<file path="config.mk">
export PLATFORM = sky130hd
export DESIGN_NAME = pattern_scan_controller
export DESIGN_NICKNAME = d
export VERILOG_FILES = /design/src/rtl/pattern_scan_controller.sv
export SDC_FILE = /design/constraint.sdc
export NUM_CORES = 1
export LEC_CHECK = 0
export CORE_ASPECT_RATIO = 0.75
export CORE_MARGIN = 1
export CORE_UTILIZATION = 57
export DETAILED_ROUTE_END_ITERATION = 10
export DONT_BUFFER_PORTS = 1
export PLACE_DENSITY = 0.75
export SLEW_MARGIN = 30
export SYNTH_ARGS = -nofsm -noshare
export SYNTH_HDL_FRONTEND = slang
export SYNTH_SLANG_ARGS = --single-unit
</file>
<file path="constraint.sdc">
create_clock -name clock -period 3 [get_ports clock]
set_input_delay 0.6 -clock clock [delete_from_list [all_inputs] [get_ports clock]]
set_output_delay 0.6 -clock clock [all_outputs]
set_load 0.05 [all_outputs]
</file>
<file path="src/rtl/pattern_scan_controller.sv">
// rtl/pattern_scan_controller.sv - word-to-serial sequencer around a Mealy pattern detector
// Scans each word MSB first, counts detector matches and keeps a saturating running total.
module pattern_scan_controller #(
   parameter int WIDTH = 16,
   parameter int CNT_W = 5,
   parameter int TOT_W = 16
) (
   input  logic             clock,
   input  logic             reset,
   input  logic             in_valid,
   output logic             in_ready,
   input  logic [WIDTH-1:0] in_data,
   output logic             det_rst,
   output logic             det_i,
   input  logic [1:0]       det_o,
   output logic             out_valid,
   input  logic             out_ready,
   output logic [CNT_W-1:0] out_count,
   output logic             out_hit,
   output logic [CNT_W-1:0] out_first,
   output logic [TOT_W-1:0] total
);

   typedef enum logic [1:0] {IDLE, SHIFT, DONE} state_t;

   localparam int SUM_W = ((TOT_W > CNT_W) ? TOT_W : CNT_W) + 1;
   localparam logic [SUM_W-1:0] SAT_MAX = SUM_W'({TOT_W{1'b1}});

   state_t           state;
   state_t           state_next;
   logic [WIDTH-1:0] shreg;
   logic [CNT_W-1:0] idx;
   logic             match;
   logic             last_bit;
   logic [CNT_W-1:0] count_next;
   logic [SUM_W-1:0] total_sum;
   logic [TOT_W-1:0] total_sat;

   assign match      = (det_o == 2'b10);
   assign last_bit   = (idx == CNT_W'(WIDTH - 1));
   assign count_next = out_count + {{(CNT_W-1){1'b0}}, match};
   // The final bit's match must reach the total in the same edge that leaves SHIFT.
   assign total_sum  = SUM_W'(total) + SUM_W'(count_next);
   assign total_sat  = (total_sum > SAT_MAX) ? {TOT_W{1'b1}} : total_sum[TOT_W-1:0];

   always_ff @(posedge clock) begin
      if (reset) state <= IDLE;
      else       state <= state_next;
   end

   always_comb begin
      state_next = state;
      case (state)
         IDLE:    if (in_valid)  state_next = SHIFT;
         SHIFT:   if (last_bit)  state_next = DONE;
         DONE:    if (out_ready) state_next = IDLE;
         default: state_next = IDLE;
      endcase
   end

   always_comb begin
      in_ready  = 1'b0;
      out_valid = 1'b0;
      det_rst   = 1'b1;
      det_i     = 1'b0;
      case (state)
         IDLE:  in_ready = 1'b1;
         SHIFT: begin
            det_rst = 1'b0;
            det_i   = shreg[WIDTH-1];
         end
         DONE:  out_valid = 1'b1;
         default: ;
      endcase
   end

   always_ff @(posedge clock) begin
      if (reset) begin
         shreg     <= '0;
         idx       <= '0;
         out_count <= '0;
         out_first <= '0;
         out_hit   <= 1'b0;
         total     <= '0;
      end else begin
         case (state)
            IDLE: if (in_valid) begin
               shreg     <= in_data;
               idx       <= '0;
               out_count <= '0;
               out_first <= '0;
               out_hit   <= 1'b0;
            end
            SHIFT: begin
               shreg     <= {shreg[WIDTH-2:0], 1'b0};
               idx       <= idx + CNT_W'(1);
               out_count <= count_next;
               if (match && !out_hit) begin
                  out_first <= idx;
                  out_hit   <= 1'b1;
               end
               if (last_bit) total <= total_sat;
            end
            default: ;
         endcase
      end
   end

endmodule

</file>
# Word-level counts from Yosys, hierarchy flattened
# Index checks and enable logic that the tools add are counted.
# op_classes
addsub	3
n_lt_le_gt_ge	1
n_eq_ne	8
mux	19
reduce_logical	8
# op_table
cell	n
$mux W16	2
$pmux W16 S2	1
$pmux W5 S2	3
$add A16 B5 Y17	1
$gt A17 B16 Y1 const B	1
$mux W5	2
$ne A2 B2 Y1 const B	4
$mux W1	6
$mux W2	3
$pmux W2 S3	1
$reduce_and A3 Y1	2
$add A5 B1 Y5	1
$add A5 B1 Y5 const B	1
$eq A5 B4 Y1 const B	1
$eq A2 B2 Y1 const B	2
$reduce_and A2 Y1	2
$eq A2 B1 Y1 const B	1
$logic_not A2 Y1	1
$pmux W1 S2	1
$reduce_bool A2 Y1	1
$logic_and A1 B1 Y1	1
$logic_not A1 Y1	1
# word_totals
ff_bits	50
output_inout_bits	31
elab_cells	46

# Longest topological paths before layout
# Gate-level depths: netlist (run 1).
# logic_depth
ltp_word	5
depth_mapped	12

# Worst setup path after synthesis (run 1)
# No wires, ideal clock.
# synth_path
path_kind	input -> register
start	input det_o[0]
end	register total[14]
setup_time_ns	0.088
t_arrival_ns	2.828
t_required_ns	2.912
path_slack_ns	0.083
cell_stages	11
path_buffers	0
path_cell_list	nand2b_1 -> inv_1 -> ha_1 -> ha_1 -> inv_1 -> fa_1 -> and2b_1 -> o2111ai_1 -> a21boi_4 -> a41oi_2 -> a311oi_2
# synth_between
elab_chain_len	5
# synth_rtl
item	line	text
from (decl)	15	input logic [1:0] det_o,
$eq A2 B2 Y1 *	39	assign match = (det_o == 2'b10);
$add A5 B1 Y5 *	41	assign count_next = out_count + {{(CNT_W-1){1'b0}}, match};
$add A16 B5 Y17 *	43	assign total_sum = SUM_W'(total) + SUM_W'(count_next);
$gt A17 B16 Y1	44	assign total_sat = (total_sum > SAT_MAX) ? {TOT_W{1'b1}} : total_sum[TOT_W-1:0];
$mux W16 *	44	
to (signal assigned)	102	if (last_bit) total <= total_sat;
to (decl)	21	output logic [TOT_W-1:0] total
# Every way passes the cells marked *; elsewhere a longest branch is shown, timed or not.
# A chain may end at the register's enable or synchronous reset.

# Worst setup path after layout (run 1)
# layout_path
start	input det_o[0]
end	register total[4]
# Same word-level chain as after synthesis.

==> metrics.yaml, run 1 <==
outcome: "finished, final reports clean"
die_x_um: 80.36
cts_hold_buf: 0
fmax_ghz: 0.3594
rrSetupSlack_ns: 0.34
nNetsFinal: 380
synth.avg_cell_area_um2: 7.836
cp-start-kind: "primary input"
finClkSkew_ns: 0.003037
syn_area_um2: 2625
viasPerCell: 5.827
totalWireLength_um: 6105
crit_chain: "nand2b_1 -> inv_1 -> ha_1 -> ha_1 -> inv_1 -> fa_1 -> and2b_1 -> o2111ai_1 -> a21boi_4 -> nand2_4 -> a311oi_2"
synth_top_family_by_area: "compound AO/OA/AOI/OAI gates"
die_h_um: 60.77
num_antenna_cells: 0
swShare: 0.2421
synth_edf_count: 0
finalHoldViolations: 0
synth_nets: 367
synth.mux.area_fraction: 0.01239
drive_above_1_share: 0.1261
clk_pin_slew_ns: 0.09
first_pass_iters: 4
period_share: 0.9274
grt_first_pass_wirelength_um: 9784
stdcell_area_um2: 2905
ys_top_cells_by_count: "50 x dfxtp_1, 50 x nor2_1, 47 x a21oi_1, 26 x o21ai_0"
ys_types: 47
htreeDepth: 2
critPathKind: "in -> reg"
yosys-top-cells-area: "dfxtp_1 38%, a21oi_1 9.0%, nor2_1 7.1%"
ys.flop_type: "dfxtp_1"
grt_max_degree: 51
yosysWarnings: 0
grt_use_total: 0.2666
synthSimpleGateAreaFrac: 0.2145
placed_area_um2: 2799
crit_arrival_ns: 3.00
drv_cap: 0
io_buffers: 0
cts-root-buf: "clkbuf_8"
rsz0062_at_grt: "false"
cts.sinks: 50
core-area_um2: 4229
grt_overflow: 0
clockBufferDepth: 2
drc_errors: 0
crit_fanout: 10
seq_power_share: 0.546
synth_top_area_share: 0.3813
power.leakage_uw: 0.001168
drtIter0Drc: 171
cts_tree: "done"
place_congestion: 0.8615
cpPeakStageDelay_ns: 0.39
area_growth_pct: 10.68
antenna_found_initial: 0
dieArea_um2: 4883
wl_per_cell_um: 15.11
final_antenna_net_count: 0
final_core_util: 0.6870
relSlewSlack: 0.5533
end_kind: "flop"
num_vias: 2354
placementRows: 20
fill_cells: 357
ys_seq_area_frac: 0.3813
post_cts_buffers: 0
synth_fa_ha_area_frac: 0.05052
timing.final.max_slew_violations: 0
synthArstFlopShare: 0
grt_pass1_vias: 2031
hp-class: "in -> reg"
clkPwrFrac: 0.364
power.internal_uw: 981.5
cts_resized: 0
p_per_area_nw_per_um2: 445.7
combPwrFrac: 0.091
cp.required_ns: 3.22
setup_viol: 0
synth_top_cell_by_area: "dfxtp_1"
synth-compound-area-share: 0.2436
io_pins: 53
tightest_slew_ns: 0.6692
dp.final_hpwl_um: 4189
power.switching_uw: 313.5
synthCells: 335
synth-xor-area-share: 0.03337
start_util: 0.6207
slowest_stage: "fa_1"
numCtsBuffers: 5
ir_drop_mv: 0.2668
synth-seq-cells: 50
min_period_ns: 2.782
clkLatencyLatePin_ns: 0.30
## metrics by stage
stage               worst slack, ns  total power, uW  TNS [ns]  hold slack, ns  cells
finish                       0.2178             1295         0          0.3639    404
global route                0.06343             1352         0          0.3406    404
CTS                          0.2252             1304         0          0.3457    404
detailed placement         -0.04045            837.9  -0.08380          0.4700    396
floorplan                   0.08350            821.2         0          0.4453    335
global placement            0.03879            832.3         0          0.4548    396
## worst max-delay path: cells and delay by family
family | cells | cell delay, ns
buf+inv | 2 | 0.11
compound gates | 3 | 0.84
fa+ha+maj | 3 | 0.92
simple gates | 3 | 0.52
## flip-flops by register name, indices dropped and copies added (netlist names)
| register | cells |
|---|---|
| total | 16 |
| out_count | 5 |
| out_hit | 1 |
| shreg | 16 |
| state | 2 |
| idx | 5 |
| out_first | 5 |
## logic make-up (layout without fill, tap and decap cells)
group,after synthesis,count (layout)
compound gates,103,103
mux,3,3
fa+ha+maj,10,10
simple gates,117,117
flops,50,50
xor+xnor,10,10
buf+inv,42,56
## per-layer routing
| layer | wire length [um] | global-route usage | part of all wire |
|---|---|---|---|
| met1 | 2946 | 0.3715 | 0.48 |
| met2 | 2715 | 0.3959 | 0.44 |
| met4 | 93 | 0.1250 | 0.015 |
| met3 | 350 | 0.05865 | 0.057 |
| met5 | 0 | 0 | 0 |
## path summary, 6_finish.rpt
check | from | endpoint | depth (start not counted)
setup / recovery | det_o[0] | total[4] | 11
hold / removal | reset | out_count[1] | 1
setup reg to reg | out_count[0] | total[4] | 9
hold reg to reg | idx[4] | out_first[4] | 2
## power by group through the flow
stage | logic, uW | clock network [uW] | registers (uW)
finish | 117 | 471 | 706
global route | 132 | 511 | 709
CTS | 117 | 481 | 706
detailed placement | 116 | 0 | 721
global placement | 113 | 0 | 720
floorplan | 102 | 0 | 719
## cell usage in the layout, fill, tap and decap left out, drive strengths merged, types with 2 or more instances in the layout
master	Yosys	routed
a31oi	2	2
a21boi	2	2
a211oi	2	2
inv	23	23
a311oi	4	4
mux2	2	2
nor2b	3	3
nand3	11	11
a21oi	47	47
nand2	23	23
nand3b	2	2
and2	2	2
dfxtp	50	50
and4	2	2
and3	3	3
xnor2	5	5
o2111ai	5	5
clkbuf	15	7
ha	9	9
a22oi	8	8
buf	4	25
a2bb2oi	2	2
nor3	9	9
xor2	5	5
o21ai	26	26
nor2	51	51
nand2b	7	7
## final cells by class
type	count	area [um2]	area share
multi-input combinational	243	1455	0.5009
sequential	50	1001	0.3445
timing repair buffer	25	187.7	0.06460
inverter	23	86.33	0.02972
clock buffer	7	76.32	0.02627
tap	55	68.82	0.02369
clock inverter	1	30.03	0.01034
Note: power is estimated with default switching activity, not from simulation.
==> run 2: changes to the inputs <==
--- a/config.mk
+++ b/config.mk
@@ -7,10 +7,9 @@
 export LEC_CHECK = 0
 export CORE_ASPECT_RATIO = 0.75
 export CORE_MARGIN = 1
-export CORE_UTILIZATION = 57
+export CORE_UTILIZATION = 30
 export DETAILED_ROUTE_END_ITERATION = 10
 export DONT_BUFFER_PORTS = 1
-export PLACE_DENSITY = 0.75
 export SLEW_MARGIN = 30
 export SYNTH_ARGS = -nofsm -noshare
 export SYNTH_HDL_FRONTEND = slang
==> constraint.sdc (replaced) <==
create_clock -name clock -period 3.4 [get_ports clock]
set_input_delay 0.68 -clock clock [delete_from_list [all_inputs] [get_ports clock]]
set_output_delay 0.68 -clock clock [all_outputs]
set_load 0.05 [all_outputs]
==> metrics.yaml, run 2 (same netlist as run 1, synthesis figures left out) <==
cp.required_ns: 3.60
cts_tree: "done"
place_congestion: 0.7644
period_share: 0.8755
nNetsFinal: 367
htreeDepth: 2
reg.largest.list: "shreg x16, total x16"
antenna_found_initial: 0
power.leakage_uw: 0.001121
totalWireLength_um: 6054
die_h_um: 83.01
io_pins: 53
cts.sinks: 50
clk_pin_slew_ns: 0.07
clkLatencyLatePin_ns: 0.28
tightest_slew_ns: 0.8706
grt_use_total: 0.1400
r2r-end: "total[14]"
finClkSkew_ns: 0.003593
dieArea_um2: 9132
critical_path.endpoint: "total[14]"
start_util: 0.3105
fin_setup_tns_ns: 0
stdcell_area_um2: 2915
rr_worst_depth: 9
drive_above_1_share: 0.09524
die_x_um: 110.0
num_antenna_cells: 0
rrSetupSlack_ns: 0.70
core-area_um2: 8454
clockBufferDepth: 2
cts_hold_buf: 0
startpoint: "det_o[0]"
drc_errors: 0
post_cts_buffers: 0
grt_max_degree: 51
grt_overflow: 0
reg2reg_from: "out_count[0]"
crit_arrival_ns: 3.17
drtIter0Drc: 100
finalHoldViolations: 0
end_kind: "flop"
cts-root-buf: "clkbuf_16"
critPathKind: "in -> reg"
rsz0062_at_grt: "false"
timing.final.max_slew_violations: 0
wl_per_cell_um: 13.64
cts_resized: 0
num_vias: 2269
hp-class: "in -> reg"
placed_area_um2: 2768
setup_viol: 0
p_per_area_nw_per_um2: 421.5
viasPerCell: 5.110
dp.final_hpwl_um: 4217
fmax_ghz: 0.3359
grt_pass1_vias: 2113
cp-start-kind: "primary input"
outcome: "finished, final reports clean"
relSlewSlack: 0.4174
area_growth_pct: 11.06
final_cell_mix: "50 x nor2_1, 50 x dfxtp_1, 47 x a21oi_1, 26 x o21ai_0"
min_period_ns: 2.977
final_antenna_net_count: 0
placementRows: 29
fill_cells: 914
numCtsBuffers: 5
ir_drop_mv: 0.1988
io_buffers: 0
crit_fanout: 9
drv_cap: 0
grt_first_pass_wirelength_um: 10280
first_pass_iters: 4
[run 2: power by group]
group,total [uW],internal [uW],switching (uW)
clock,506,292,213
combinational,101,36.4,64.6
sequential,622,607,14.5
total,1230,936,293
[run 2: how the worst min path moves through the flow]
stage | slack, ns | from | cells past startpoint | to
after floorplan | 0.45 | idx[4] | 2 | out_first[4]
after global placement | 0.46 | idx[4] | 2 | out_first[4]
after detailed placement | 0.47 | idx[4] | 2 | out_first[4]
after CTS | 0.45 | reset | 1 | out_first[4]
after global routing | 0.45 | reset | 1 | shreg[0]
final | 0.47 | reset | 1 | shreg[0]
[run 2: worst max-delay path, cell delays in order]
cell and delay [ns]:
nand2b_1 0.14, inv_1 0.06, ha_1 0.21, ha_1 0.33, inv_1 0.07, fa_1 0.40
and2b_1 0.24, o2111ai_1 0.21, a21boi_4 0.41, a41oi_2 0.16, a311oi_2 0.27
[run 2: metrics by stage]
| stage | setup slack (ns) | util | instances | power (uW) | hold WS [ns] |
|---|---|---|---|---|---|
| global route | 0.2804 | 0.3448 | 444 | 1293 | 0.4517 |
| global placement | 0.2336 | 0.3274 | 436 | 733.9 | 0.4572 |
| floorplan | 0.4035 | - | 335 | 724.6 | 0.4453 |
| finish | 0.4232 | 0.3448 | 444 | 1229 | 0.4701 |
| CTS | 0.4205 | 0.3448 | 444 | 1248 | 0.4527 |
| detailed placement | 0.1338 | 0.3274 | 436 | 737.2 | 0.4660 |
[run 2: cell type report]
class / count / area (um2) / area share
clock buffer: 7 / 142.6 / 0.04893
inverter: 23 / 86.33 / 0.02961
timing repair buffer: 12 / 90.09 / 0.03090
tap: 108 / 135.1 / 0.04635
clock inverter: 1 / 5.005 / 0.001717
sequential: 50 / 1001 / 0.3433
multi-input combinational: 243 / 1455 / 0.4991
[run 2: layer usage]
layer	vias to the layer above	wire length, um	GRT usage
li1	1154	-	-
met1	1083	2892	0.1908
met2	30	2782	0.2153
met3	2	342	0.04082
met4	0	36	0.03394
met5	-	0	0
==> run 3: changes to the inputs <==
--- a/config.mk
+++ b/config.mk
@@ -8,6 +8,7 @@
 export CORE_ASPECT_RATIO = 0.75
 export CORE_MARGIN = 1
 export CORE_UTILIZATION = 30
+export CTS_CLUSTER_DIAMETER = 120
 export DETAILED_ROUTE_END_ITERATION = 10
 export DONT_BUFFER_PORTS = 1
 export SLEW_MARGIN = 30
==> results of run 3 <==
The final DEF is identical to that of run 2; final timing and power are the same.
